==> src/rtl/noc_pkg.sv <==
// noc_pkg: shared definitions for the five-port mesh router.
// Port index order on every per-port vector/array: N=0, S=1, E=2, W=3, L=4.
// PORT_NONE (3'd7) marks an idle crossbar select.
package noc_pkg;

    localparam int unsigned NUM_PORTS = 5;

    typedef logic [2:0] port_idx_t;

    localparam port_idx_t PORT_N    = 3'd0;
    localparam port_idx_t PORT_S    = 3'd1;
    localparam port_idx_t PORT_E    = 3'd2;
    localparam port_idx_t PORT_W    = 3'd3;
    localparam port_idx_t PORT_L    = 3'd4;
    localparam port_idx_t PORT_NONE = 3'd7;

    // Next port index in round-robin order, wrapping L -> N.
    function automatic port_idx_t next_port(input port_idx_t p);
        return (p == PORT_L) ? PORT_N : port_idx_t'(p + 3'd1);
    endfunction

endpackage

==> src/rtl/rr_arbiter5.sv <==
// rr_arbiter5: five-way round-robin arbiter for one output port.
// Ports:
//   clk, rst   - clock, synchronous active-high reset
//   req        - request vector, one bit per input (N,S,E,W,L)
//   en         - output is eligible (downstream credit available)
//   gnt_valid  - a grant is issued this cycle (combinational)
//   gnt_idx    - granted input index, PORT_NONE when idle (combinational)
// The pointer names the highest-priority input and moves just past the
// winner after every grant; it holds otherwise.
module rr_arbiter5
    import noc_pkg::*;
(
    input  logic                 clk,
    input  logic                 rst,
    input  logic [NUM_PORTS-1:0] req,
    input  logic                 en,
    output logic                 gnt_valid,
    output port_idx_t            gnt_idx
);

    port_idx_t ptr;
    port_idx_t scan_idx;

    // Scan from ptr upward (mod 5); first requesting input wins.
    always_comb begin
        gnt_valid = 1'b0;
        gnt_idx   = PORT_NONE;
        scan_idx  = ptr;
        for (int unsigned k = 0; k < NUM_PORTS; k++) begin
            if (en && !gnt_valid && req[scan_idx]) begin
                gnt_valid = 1'b1;
                gnt_idx   = scan_idx;
            end
            scan_idx = next_port(scan_idx);
        end
    end

    // Priority pointer update.
    always_ff @(posedge clk) begin
        if (rst) begin
            ptr <= PORT_N;
        end else if (gnt_valid) begin
            ptr <= next_port(gnt_idx);
        end
    end

endmodule

==> src/rtl/switch_allocator.sv <==
// switch_allocator: per-cycle switch allocator and downstream credit tracker
// for the five-port mesh router.
// Ports (index order N=0, S=1, E=2, W=3, L=4):
//   clk, rst      - clock, synchronous active-high reset
//   req_valid_i   - input i has a head-of-queue flit
//   req_port_i    - requested output of input i (5..7 match nothing)
//   credit_inc_i  - output o got one credit back from downstream
//   sel_o         - crossbar select per output, 3'd7 when idle (comb)
//   send_en_o     - output o transmits this cycle (comb)
//   pop_o         - dequeue input i this cycle (comb)
//   full_o        - credit counter of output o is zero
//   err_o         - sticky credit-overflow flag
//   grant_cnt_o   - per-output 16-bit wrapping grant counters
// Optional feature macro: NOC_ALLOC_STATS_EN enables grant_cnt_o.
module switch_allocator
    import noc_pkg::*;
#(
    parameter int unsigned CREDITS = 4
) (
    input  logic                          clk,
    input  logic                          rst,
    input  logic [NUM_PORTS-1:0]          req_valid_i,
    input  port_idx_t [NUM_PORTS-1:0]     req_port_i,
    input  logic [NUM_PORTS-1:0]          credit_inc_i,
    output port_idx_t [NUM_PORTS-1:0]     sel_o,
    output logic [NUM_PORTS-1:0]          send_en_o,
    output logic [NUM_PORTS-1:0]          pop_o,
    output logic [NUM_PORTS-1:0]          full_o,
    output logic                          err_o
`ifdef NOC_ALLOC_STATS_EN
    ,
    output logic [NUM_PORTS-1:0][15:0]    grant_cnt_o
`endif
);

    localparam int unsigned CRED_W = $clog2(CREDITS + 1);

    logic [NUM_PORTS-1:0][NUM_PORTS-1:0] req_mat;   // [output][input]
    logic [NUM_PORTS-1:0]                eligible;
    logic [NUM_PORTS-1:0]                gnt_valid;
    port_idx_t [NUM_PORTS-1:0]           gnt_idx;
    logic [NUM_PORTS-1:0]                ovf;
    logic [NUM_PORTS-1:0][CRED_W-1:0]    cnt;

    // Request matrix; out-of-range port codes never match an output.
    always_comb begin
        req_mat = '0;
        for (int unsigned o = 0; o < NUM_PORTS; o++) begin
            for (int unsigned i = 0; i < NUM_PORTS; i++) begin
                req_mat[o][i] = req_valid_i[i] && (req_port_i[i] == port_idx_t'(o));
            end
        end
    end

    // An output may only grant while it holds at least one credit.
    always_comb begin
        eligible = '0;
        full_o   = '0;
        for (int unsigned o = 0; o < NUM_PORTS; o++) begin
            eligible[o] = (cnt[o] != '0);
            full_o[o]   = (cnt[o] == '0);
        end
    end

    // One independent arbiter per output.
    for (genvar g = 0; g < NUM_PORTS; g++) begin : g_arb
        rr_arbiter5 u_arb (
            .clk       (clk),
            .rst       (rst),
            .req       (req_mat[g]),
            .en        (eligible[g]),
            .gnt_valid (gnt_valid[g]),
            .gnt_idx   (gnt_idx[g])
        );
    end

    // Crossbar selects, enables and pops. Each input requests one output,
    // so at most one output can pop a given input.
    always_comb begin
        sel_o     = gnt_idx;
        send_en_o = gnt_valid;
        pop_o     = '0;
        for (int unsigned o = 0; o < NUM_PORTS; o++) begin
            if (gnt_valid[o]) begin
                pop_o[gnt_idx[o]] = 1'b1;
            end
        end
    end

    // Credit returned on a full counter with no offsetting grant.
    always_comb begin
        ovf = '0;
        for (int unsigned o = 0; o < NUM_PORTS; o++) begin
            ovf[o] = credit_inc_i[o] && !gnt_valid[o] && (cnt[o] == CRED_W'(CREDITS));
        end
    end

    // Credit counters: grant consumes, inc returns, both cancel; saturate at CREDITS.
    always_ff @(posedge clk) begin
        if (rst) begin
            for (int unsigned o = 0; o < NUM_PORTS; o++) begin
                cnt[o] <= CRED_W'(CREDITS);
            end
        end else begin
            for (int unsigned o = 0; o < NUM_PORTS; o++) begin
                if (gnt_valid[o] && !credit_inc_i[o]) begin
                    cnt[o] <= cnt[o] - CRED_W'(1);
                end else if (credit_inc_i[o] && !gnt_valid[o] && !ovf[o]) begin
                    cnt[o] <= cnt[o] + CRED_W'(1);
                end
            end
        end
    end

    // Sticky overflow flag.
    always_ff @(posedge clk) begin
        if (rst) begin
            err_o <= 1'b0;
        end else if (|ovf) begin
            err_o <= 1'b1;
        end
    end

`ifdef NOC_ALLOC_STATS_EN
    // Per-output grant statistics, wrapping at 16 bits.
    always_ff @(posedge clk) begin
        if (rst) begin
            grant_cnt_o <= '0;
        end else begin
            for (int unsigned o = 0; o < NUM_PORTS; o++) begin
                if (gnt_valid[o]) begin
                    grant_cnt_o[o] <= grant_cnt_o[o] + 16'd1;
                end
            end
        end
    end
`endif

endmodule

==> config.mk <==
export PLATFORM = sky130hd
export DESIGN_NAME = switch_allocator
export DESIGN_NICKNAME = d
export VERILOG_FILES = /design/src/rtl/noc_pkg.sv /design/src/rtl/rr_arbiter5.sv /design/src/rtl/switch_allocator.sv
export SDC_FILE = /design/constraint.sdc
export NUM_CORES = 1
export LEC_CHECK = 0
export ABC_CLOCK_PERIOD_IN_PS = 5220
export CORE_MARGIN = 2
export CORE_UTILIZATION = 55
export DETAILED_ROUTE_END_ITERATION = 10
export PLACE_DENSITY_LB_ADDON = 0.12
export SLEW_MARGIN = 20
export SYNTH_ARGS = -nofsm -noshare
export SYNTH_HDL_FRONTEND = slang
export SYNTH_SLANG_ARGS = --single-unit
==> constraint.sdc <==
create_clock -name clk -period 5.22 [get_ports clk]
set_clock_uncertainty 0.15 [all_clocks]
set_input_delay 0.783 -clock clk [delete_from_list [all_inputs] [get_ports clk]]
set_output_delay 0.783 -clock clk [all_outputs]
set_load 0.01 [all_outputs]
# After elaboration in Yosys (flattened, before gate mapping)
# Index checks and enable logic that the tools add are counted.
totals:
  elab_cells: 436
  register_bits: 31
op_classes:
  magnitude_cmp: 35
  n_reduce_logical: 151
  n_addsub: 35
  muxes: 150
  n_eq_ne: 50
  n_bitwise: 4
op_table:
  columns: ["cell", "n"]
  rows:
  - ["$mux 3", 60]
  - ["$lt 3x4->1 const B", 30]
  - ["$eq 3x3->1 const B", 35]
  - ["$logic_and 1x1->1", 95]
  - ["$add 3x1->3 const B", 30]
  - ["$bmux 1 s3", 25]
  - ["$mux 1", 55]
  - ["$logic_not 1->1", 35]
  - ["$eq 3x2->1 const B", 10]
  - ["$logic_not 3->1", 10]
  - ["$mux 5", 5]
  - ["$or 5x5->5", 4]
  - ["$demux 1 s3", 5]
  - ["$eq 3x1->1 const B", 5]
  - ["$ge 3x1->1 const B", 5]
  - ["$reduce_bool 3->1", 5]
  - ["$sub 3x1->3 const B", 5]
  - ["$reduce_bool 2->1", 5]
  - ["$reduce_or 5->1", 1]

# Longest topological paths before layout
depth:
  depth_word: 35
  mapped_depth: 27
  mapped_depth_nobuf: 24

# Modules after synthesis
# Synthesis repeated with hierarchy kept, for this count alone.
unflattened:
  hier_cells: 963
  hier_area_um2: 7128.1
by_module_without_submodules:
  columns: ["mod", "instances", "seq_area_each_um2", "area_per_inst_um2", "cells_per_inst"]
  rows:
  - ["rr_arbiter5", 5, 60.1, 1109.8, 148]
  - ["switch_allocator", 1, 320.3, 1579.0, 223]

# Least setup slack after synthesis
# OpenSTA, ideal clock, no wires.
synth_path:
  path_type: "reg2out"
  from: "register g_arb[3].u_arb.ptr[0]"
  to: "output pop_o[4]"
  stages_incl_launch_ff: 21
  arrival_ns: 4.306
  path_buffers: 3
  path_slack_ns: -0.019
  required_time_ns: 4.287
  path_cell_list: "dfxtp_1 > buf_6 > inv_1 > ha_1 > a21oi_1 > inv_1 > ha_1 > o21ai_0 > a22o_1 > buf_2 > inv_1 > ha_1 > buf_1 > o311ai_0 > o21a_1 > mux4_2 > a32oi_1 > nor3_1 > o31ai_2 > a2bb2oi_1 > o211ai_1"
synth_rtl:
  columns: ["item", "line", "text"]
  rows:
  - ["from (decl)", "rr_arbiter5.sv:21", "port_idx_t ptr;"]
  - ["from (signal assigned)", "rr_arbiter5.sv:43", "ptr <= next_port(gnt_idx);"]
  - ["to (decl)", "switch_allocator.sv:27", "output logic [NUM_PORTS-1:0] pop_o,"]

# Worst setup path after layout
layout_path:
  from: "register g_arb[4].u_arb.ptr[1]"
  to: "output pop_o[2]"
layout_between:
  elab_chain_len: 26
  elab_cells_between_ends: 52
layout_rtl:
  columns: ["item", "line", "text"]
  rows:
  - ["from (decl)", "rr_arbiter5.sv:21", null]
  - ["from (signal assigned)", "rr_arbiter5.sv:43", null]
  - ["branches (longest 25 deep; another with $add 3x1->3)", null, null]
  - ["$mux 5 (*)", "switch_allocator.sv:84", "if (gnt_valid[o]) begin"]
# Mark *: on every way between the ends. The select of a mux whose other input is x is not followed.

==> reports/qor.txt <==
CTS tree: done
sequential area share after synthesis: 0.0949
row count: 39
min Tclk post-route: 5120 ps
Die Span Y: 113 um
most frequent cells in the layout: 181 x buf_4, 70 x nand2_1, 68 x inv_1, 54 x nor2_1, 45 x clkdlybuf4s50_1
final setup vio count: 0
DRT iter0 DRCs: 642
synthesized cell area: 6540 um2
Synth Flop Type: dfxtp_1
residual DRC count: 1
Largest delay share family, worst path: compound AO/OA/AOI/OAI gates
Max Slew Vio Count: 0
initial antenna violation count: 0
Hold Crit Class: flip-flop to flip-flop
CP Class: flip-flop to primary output
Clk Latency, worst-skew pair: 290 ps
Multi-input gate area: 5870 um2
CP startpoint kind: flip-flop
Avg Cell Area, Syn: 7.65 um2
f_max: 195 MHz
critical path, cell by cell: inv_2 -> ha_4 -> a21oi_2 -> inv_1 -> ha_2 -> or2_1 -> o311a_1 -> or4_4 -> o2111ai_1 -> o311ai_2 -> and2b_2 -> buf_4 -> a221oi_4 -> nor3_2 -> a31oi_1 -> nand3_1 -> clkdlybuf4s15_2
max incr delay on CP: 570 ps
Yosys reg bits: 31
Sequential Area: 628 um2
first-pass GRT wire length: 37,000 um
violated checks: design-rule violations
async set-reset flop share out of synthesis: 0
fin worst setup slack: 97.2 ps
commonest non-fill, non-tap cell in the layout: buf_4
Worst setup EP type: primary output
DR vias/cell: 6.50
Total Neg Setup Slack: 0 ps
die area: 12,800 um2
dpl ws: -262 ps
Yosys cell types: 120
pin count of the biggest net entering global routing: 32
status: complete, but fails checks
crit path buf inv count: 4
antenna-violating nets left: 0
RSZ-0062 raised after global routing: yes
core footprint: 11,500 um2
Max Cap Viol: 0
io pins: 58
final net count: 1,152
P&R area growth vs syn: 38.8%
top cell type by total area after synthesis: dfxtp_1
port buffer count: 57
crit-path max FO: 4
Total GRT Usage: 0.353
Detailed Route WL: 23,200 um
via count: 7,916
Min Hold Slack: 359 ps
grt ovf: 0
top post-synthesis cells by area: dfxtp_1 9.5%, ha_1 8.6%, mux2i_1 5.2%
Max Root-Sink Buffers: 2
required time of the worst setup path: 4290 ps
H-tree lvl count: 2
share of layout cells above drive strength 1: 0.327
crit path max-delay cell type: or4_4
Avg WL per Cell: 19.1 um
Initial Util: 0.568
max_slew headroom: 0.507
# diodes: 0
Die W: 113 um
cells after synthesis: 854
vias in the first global route: 7,694
synth warn: 0
EDFF count, synth: 0
dpl hpwl: 18,100 um
CTS clk-pin slew, worst paths: 60 ps
Hold Vio Cnt, Final: 0
drt first pass iters: 9
# clock sinks: 31
root buffer cell: clkbuf_16
CTS buffer count: 5
Final GP Congestion: 1.04
post-synth top area share: 0.0949
Layout fillers: 816
final worst-path cycle share: 0.981
syn nets: 931
WP data arrival: 4190 ps
Worst Tran Pin Value: 734 ps
[worst min-delay path: stages, from the launching register on]
cell and delay (ps):
dfxtp_1 330, nand2_1 70, a21oi_1 60
[worst paths after layout]
kind | depth (start not counted) | endpoint | slack, ps | start
max | 17 | pop_o[2] | 100 | g_arb[4].u_arb.ptr[1]
min | 2 | cnt[7] | 360 | cnt[7]
max reg2reg | 19 | cnt[14] | 550 | g_arb[4].u_arb.ptr[1]
min reg2reg | 2 | cnt[7] | 360 | cnt[7]
[cells by family after synthesis]
group / count (synthesis) / synth area share
AO/OA/AOI/OAI: 250 / 0.292
XOR/XNOR: 8 / 0.0107
adder cells (fa/ha/maj): 50 / 0.101
buffers and inverters: 109 / 0.0693
flip-flops: 31 / 0.0949
multiplexers: 54 / 0.104
AND/OR/NAND/NOR: 352 / 0.327
[per-stage QoR]
| step | util | instance area [um2] | instances |
|---|---|---|---|
| 2_1_floorplan | - | 6550 | 854 |
| 3_3_place_gp | 0.723 | 8330 | 1185 |
| 3_5_place_dp | 0.723 | 8330 | 1185 |
| 4_1_cts | 0.753 | 8670 | 1202 |
| 5_1_grt | 0.788 | 9070 | 1218 |
| 6_report | 0.788 | 9070 | 1218 |
[timing repair]
item | 4_1_cts | 5_1_grt
hold buffers | 0 | 0
gates resized for setup | 43 | 77
hold endpoints to repair | 0 | 0
pin swaps | 13 | 39
setup buffers | 10 | 16
setup endpoints to repair | 14 | 23
[registers in the layout, summed over array words and instances (netlist names)]
| register | flops |
|---|---|
| cnt | 15 |
| err_o | 1 |
| g_arb.u_arb.ptr | 15 |
[final cells by class]
class | count | share of cell area
Clock buffer | 6 | 0.0153
Clock inverter | 1 | 0.000552
Inverter | 83 | 0.0343
Multi-Input combinational cell | 714 | 0.647
Sequential cell | 31 | 0.0692
Tap cell | 143 | 0.0197
Timing Repair Buffer | 240 | 0.214
[per-layer routing]
layer | track usage | part of all wire
met1 | 0.445 | 0.42
met2 | 0.598 | 0.47
met3 | 0.0627 | 0.081
met4 | 0.145 | 0.035
met5 | 0 | 0
[Yosys cell counts (5+ instances only)]
master	count
clkbuf_1	10
nor3_1	21
dfxtp_1	31
a21o_1	14
nor2_1	57
nand4_1	10
nor4bb_1	9
nor3b_1	8
ha_1	45
mux2i_1	34
nor2b_1	16
a21oi_1	46
a211o_1	11
and3_1	15
a211oi_1	14
nand2_1	70
nand3_1	34
a22oi_1	9
nand4bb_1	8
mux4_2	9
nand2b_1	8
and2_1	7
a31oi_1	15
xnor2_1	7
nor4b_1	6
a22o_1	9
fa_1	5
or3_1	16
o21ai_1	5
buf_2	8
o211ai_1	5
mux2_2	9
or4_1	5
o21ai_0	30
o32ai_1	5
and4b_1	6
buf_4	5
inv_1	79
nor4_1	6
Power is left out: the tool's default activity adds up to more than one toggle a clock period on the data nets, which glitch-free logic cannot reach.
